### config.mk
export PLATFORM = sky130hd
export DESIGN_NAME = seq_detector_param
export DESIGN_NICKNAME = d
export VERILOG_FILES = /design/src/rtl/seq_detector_param.sv
export SDC_FILE = /design/constraint.sdc
export NUM_CORES = 1
export LEC_CHECK = 0
export CAP_MARGIN = 20
export CORE_MARGIN = 3
export CORE_UTILIZATION = 44
export DETAILED_ROUTE_END_ITERATION = 8
export PLACE_DENSITY = 0.73
export SLEW_MARGIN = 20
export SYNTH_ARGS = -nofsm -noshare
export SYNTH_HDL_FRONTEND = slang
export SYNTH_SLANG_ARGS = --single-unit
### constraint.sdc
create_clock -name clk -period 2 [get_ports clk]
set_input_delay 0.2 -clock clk [delete_from_list [all_inputs] [get_ports clk]]
set_output_delay 0.2 -clock clk [all_outputs]
set_load 0.02 [all_outputs]
### src/rtl/seq_detector_param.sv
// rtl/seq_detector_param.sv - parametrised serial KMP sequence detector with match counter
//
// Detects a LEN-bit PATTERN on a 1-bit serial stream, MSB of PATTERN first.
// The state is the number of pattern bits currently matched (0..LEN-1).
// The next-state tables are built at elaboration from PATTERN.
//
// Ports:
//   clk        rising-edge clock
//   rstn       asynchronous active-low reset
//   en         sample enable, x_in is consumed only when en=1
//   clr        synchronous clear of state, match_q and match_cnt (beats en)
//   x_in       serial data bit
//   y_out      combinational Mealy match, same cycle as the final pattern bit
//   match_q    y_out registered one cycle later
//   match_cnt  saturating count of matches since reset/clr
//   state_o    current number of matched pattern bits
module seq_detector_param #(
  parameter int             LEN     = 4,
  parameter logic [LEN-1:0] PATTERN = 4'b1011,
  parameter bit             OVERLAP = 1'b1,
  parameter int             CNT_W   = 8
) (
  input  logic                    clk,
  input  logic                    rstn,
  input  logic                    en,
  input  logic                    clr,
  input  logic                    x_in,
  output logic                    y_out,
  output logic                    match_q,
  output logic [CNT_W-1:0]        match_cnt,
  output logic [$clog2(LEN)-1:0]  state_o
);

  localparam int SW = $clog2(LEN);
  localparam logic [SW-1:0]    LAST    = SW'(LEN - 1);
  localparam logic [CNT_W-1:0] CNT_MAX = {CNT_W{1'b1}};

  if (LEN < 2 || LEN > 16) begin : g_bad_len
    $error("seq_detector_param: LEN must be in 2..16");
  end

  // Next state from Sk on bit b: the longest suffix of (prefix_k, b) that is
  // also a pattern prefix, capped at LEN-1. Capping makes a full match land on
  // the longest proper border of PATTERN, which is the overlapping restart.
  function automatic int delta(int k, logic b);
    logic [31:0] p;
    logic [31:0] t;
    logic [31:0] m;
    int          best;
    int          lim;
    p    = 32'(PATTERN);
    t    = ((p >> (LEN - k)) << 1) | 32'(b);
    lim  = (k + 1 < LEN) ? k + 1 : LEN - 1;
    best = 0;
    for (int j = 1; j <= lim; j++) begin
      m = (32'd1 << j) - 32'd1;
      if ((t & m) == (p >> (LEN - j))) best = j;
    end
    if (!OVERLAP && k == LEN - 1 && b == PATTERN[0]) best = 0;
    return best;
  endfunction

  logic [SW-1:0] nxt0 [LEN];
  logic [SW-1:0] nxt1 [LEN];

  for (genvar k = 0; k < LEN; k++) begin : g_tbl
    localparam int N0 = delta(k, 1'b0);
    localparam int N1 = delta(k, 1'b1);
    assign nxt0[k] = SW'(N0);
    assign nxt1[k] = SW'(N1);
  end

  logic [SW-1:0] state;

  assign state_o = state;
  assign y_out   = en & ~clr & (state == LAST) & (x_in == PATTERN[0]);

  always_ff @(posedge clk or negedge rstn) begin
    if (!rstn) begin
      state     <= '0;
      match_q   <= 1'b0;
      match_cnt <= '0;
    end else begin
      match_q <= y_out;
      if (clr) begin
        state     <= '0;
        match_cnt <= '0;
      end else if (en) begin
        state <= x_in ? nxt1[state] : nxt0[state];
        if (y_out && match_cnt != CNT_MAX) match_cnt <= match_cnt + CNT_W'(1);
      end
    end
  end

endmodule
**Yosys cells after proc, flatten, opt, wreduce, memory -nomap -nowiden**

Index checks and enable logic that the tools add are counted.

- Register bits after elaboration: 11
- Input port bits: 5
- Output and inout bits: 12
- Logic and storage cells: 28

- Add/subtract/negate cells: 1
- $lt $le $gt $ge: 1
- Eq/ne operators: 2
- Mux-type cells: 12
- Bitwise operators: 5
- Reductions and logical operators: 4

Operators with widths:

| cell | number |
|---|---|
| $mux W8 | 3 |
| $mux W2 | 7 |
| $add A8 B1 Y8 const B | 1 |
| $bmux W2 S2 | 2 |
| $ne A8 B8 Y1 const B | 1 |
| $reduce_bool A2 Y1 | 2 |
| $and A1 B1 Y1 | 3 |
| $ge A3 B3 Y1 const B | 1 |
| $not A2 Y3 | 1 |
| $eq A2 B2 Y1 const B | 1 |
| $reduce_and A2 Y1 | 1 |
| $logic_and A1 B1 Y1 | 1 |
| $not A1 Y1 | 1 |

**Depth between registers and ports, before layout**

- Depth after elaboration: 8
- Depth in mapped cells: 5

**Worst setup path before layout**

OpenSTA, ideal clock, no wires.

- Kind: register to register
- Start: register match_cnt[0]
- End: register match_cnt[7]
- Library setup time: 0.078 ns
- Arrival time: 1.628 ns
- Required time: 1.922 ns
- Path slack: 0.294 ns
- Stages on the path, launching flop included: 6
- Buffers on the path: 0
- Clock period less this slack: 1.706 ns
- Cells stage by stage: dfrtp_1 -> ha_1 -> nand2_2 -> o2111ai_4 -> or4_1 -> a21oi_1

- Word-level cells in the longest chain between the ends: 4
- Elaborated cells on any way between the ends: 8
- Those cells by class: 1 x add/sub; 1 x eq/ne; 3 x mux; 3 x reduce/logical

Ends and longest elaborated chain:

| item | line | text |
|---|---|---|
| start: declaration | 30 | `output logic [CNT_W-1:0] match_cnt,` |
| start signal: assignment | 90 | `if (y_out && match_cnt != CNT_MAX) match_cnt <= match_cnt + CNT_W'(1);` |
| $add A8 B1 Y8 / $ne A8 B8 Y1 (equally long branches) | 90 |  |
| $mux W8 / $logic_and A1 B1 Y1 (equally long branches) | 90 |  |
| $mux W8 / $reduce_bool A2 Y1 (equally long branches) | - |  |
| $mux W8 / $reduce_and A2 Y1 (equally long branches) | - |  |

Several ways; a longest one is shown, not always the timed one. The select of a mux whose other input is x is not followed.
A chain may end at the register's enable or synchronous reset.

**Worst setup path after layout**

- Start: input port en
- End: output port y_out

- Word-level cells in the longest chain between the ends: 3

Ends and longest elaborated chain:

| item | line | text |
|---|---|---|
| start: declaration | 25 | `input logic en,` |
| $and A1 B1 Y1 (3 in series) | 76 | `assign y_out = en & ~clr & (state == LAST) & (x_in == PATTERN[0]);` |
| end: declaration | 28 | `output logic y_out,` |

No other way between the ends.

==> out/metrics.cfg <==
[timing]
hold_violations = 0
setup_viol = 0
min_period_ns = 1.86
layout_setup_ws_ns = 0.144
rsz0062_at_grt = no
tightest_slew_ns = 0.486
max_slew_margin_pct = 67.5
finalMaxSlewViolations = 0
timing.final.crit_share_pct = 92.8
fin_skew_ns = 0.00728
fmax_mhz = 539
tns_ns = 0

[synthesis]
yosys_warnings = 0
synth-simple-area-share_pct = 26.1
syn_inst = 58
synth_xor_area_share_pct = 2.95
ys_seq_elements = 11
synth.area.mux_share_pct = 3.37
synth-adder-area-share_pct = 2.11
synth.cell_area_um2 = 594
syn_nets = 64
synth.distinct_cells = 26
synth_compound_area_share_pct = 16.0
yosysSeqAreaShare_pct = 46.3
syn_area_per_cell_um2 = 10.2
synth_top_family_by_area = simple AND/OR/NAND/NOR gates

[setup_path]
rr_endpoint = match_cnt[7]
startpoint_type = input port
r2r_setup_slack_ns = 0.24
worstSetupEndpoint = y_out
startpoint = en
reg2reg_depth = 5
cp.required_ns = 1.80
path_max_fanout = 5
reg2reg_from = match_cnt[0]
arrival_ns = 1.66
crit_type = in -> out
endpoint_kind = output pin

[cells_and_area]
num_antenna_cells = 0
synthToLayoutAreaGrowth_pct = 36.2
final_cell_mix = clkdlybuf4s50_1, dfrtp_1, nor2_1, a21oi_1, inv_1
layout_commonest_cell = clkdlybuf4s50_1
nFillCells = 106
final_nets = 86
drive_gt1_share_pct = 15.2

[route]
first_pass_iters = 4
drt_wl_total_mm = 1.24
via_per_inst = 5.47
routed-via-count = 509
drtIter0Drc = 9
drc = 0
ant_nets = 0
wire_per_inst_um = 13.3

[power_and_ir_drop]
combinationalPowerShare_pct = 7.1
power_frac_clock_pct = 37.0
p_sw_uw = 89.6
p_seq_share_pct = 55.9
powerDensity_nw_per_um2 = 500
leakage_nw = 0.338
p_int_uw = 315
power_switching_share_pct = 22.1
ir_drop_uv = 405

[placement]
place.gp.congestion = 0.731
dp_hpwl_um = 977
dpl_worst_slack_ns = 0.129
portBuffers = 16

[floorplanning]
die_area_um2 = 1830
start_util_pct = 50.1
core_um2 = 1190
dieHeight_um = 42.8
rows = 12
fp.dieW_um = 42.8
io_pins = 17

[global_route]
grt_max_degree = 12
global_route.usage.total_pct = 14.9
grt_pass1_vias = 450
grt-ovfl-total = 0
grt_pass1_wl_mm = 2.00
antenna_found_initial = 0

[clocking]
cts-hold-fix-buffers = 0
clkTransAtPathRegs_ns = 0.07
cts_root_buf = clkbuf_4
cts_sinks = 11
cts_tree = done
htreeDepth = 1
clk_path_buf_depth = 2
numCtsBuffers = 3
clkLatencyLatePin_ns = 0.27
cts_resized = 0
cts_setup_buffers = 0

[job]
drv_cap = 0

[outcome]
status = finished clean

[min_path]
hp-class = in -> async

cell usage after synthesis, drive strengths merged:
cell / instances / share of area (%)
inv: 4 / 2.5
nand2: 4 / 3.4
nand4: 2 / 3.2
dfrtp: 11 / 46
mux2i: 2 / 3.4
and3: 1 / 1.3
o2111a: 1 / 1.9
and4: 1 / 1.9
xnor2: 1 / 1.5
nand3: 2 / 1.7
xor2: 1 / 1.5
nor4b: 1 / 2.5
o21ai: 3 / 2.5
a21oi: 4 / 3.4
nor2b: 1 / 1.1
nor2: 7 / 4.4
or4: 3 / 3.8
and2b: 1 / 1.3
a211oi: 1 / 1.3
nor3: 2 / 1.7
clkbuf: 1 / 0.63
o31ai: 2 / 2.5
o2111ai: 1 / 4.4
ha: 1 / 2.1
critical path: stages:
cell	delay, ns
clkdlybuf4s50_1	0.55
nand4_1	0.13
nor2_1	0.15
clkdlybuf4s50_1	0.62
worst min path at each step:
stage | start | endpoint | slack, ns | depth (start not counted)
after detailed placement | rstn | match_cnt[7] | 0.56 | 1
after floorplan | rstn | match_cnt[0] | -0.1 | 0
after global routing | rstn | match_cnt[7] | 0.27 | 1
after CTS | rstn | match_cnt[7] | 0.26 | 1
final | rstn | match_cnt[7] | 0.25 | 1
after global placement | rstn | match_q | 0.56 | 1
area by class of cell:
cell class	count	area (um2)	share of cell area, %
inverter	4	15.0	1.85
multi-input combinational	42	300	37.1
tap	14	17.5	2.16
timing repair buffer	18	175	21.6
clock buffer	4	26.3	3.25
sequential	11	275	34.0
metal layers:
metal / global-route usage, % / up-vias / share of wire (%)
met5: 0 / - / 0
met1: 18.5 / 232 / 44
li1: - / 259 / -
met3: 8.05 / 2 / 7.6
met2: 22.5 / 16 / 48
met4: 3.73 / 0 / 0.65
state kept, by name, summed over array words and instances (netlist names):
register and cells:
match_cnt 8, match_q 1, state_o 2
power groups by stage:
stage               Clock, mW  Combinational, mW  Sequential (mW)
detailed placement          0             0.0290            0.230
global placement            0             0.0289            0.230
CTS                     0.155             0.0292            0.226
global route            0.168             0.0313            0.226
finish                  0.149             0.0289            0.226
floorplan                   0            0.00669            0.232
through the flow:
step                util [%]  hold WS (ns)  total power, mW  instance area, um2  cells
floorplan                  -       -0.0956            0.239                 594     58
global placement        66.0         0.559            0.259                 783     89
detailed placement      66.0         0.556            0.259                 783     89
CTS                     68.2         0.260            0.411                 810     93
global route            68.2         0.272            0.425                 810     93
finish                  68.2         0.254            0.405                 810     93
cell families after synthesis:
kind of cell | count (synthesis)
AO/OA/AOI/OAI | 12
XOR/XNOR | 2
adder cells (fa/ha/maj) | 1
buffers and inverters | 5
flip-flops | 11
multiplexers | 2
AND/OR/NAND/NOR | 25
No activity file was read; power rests on OpenSTA's default activity.
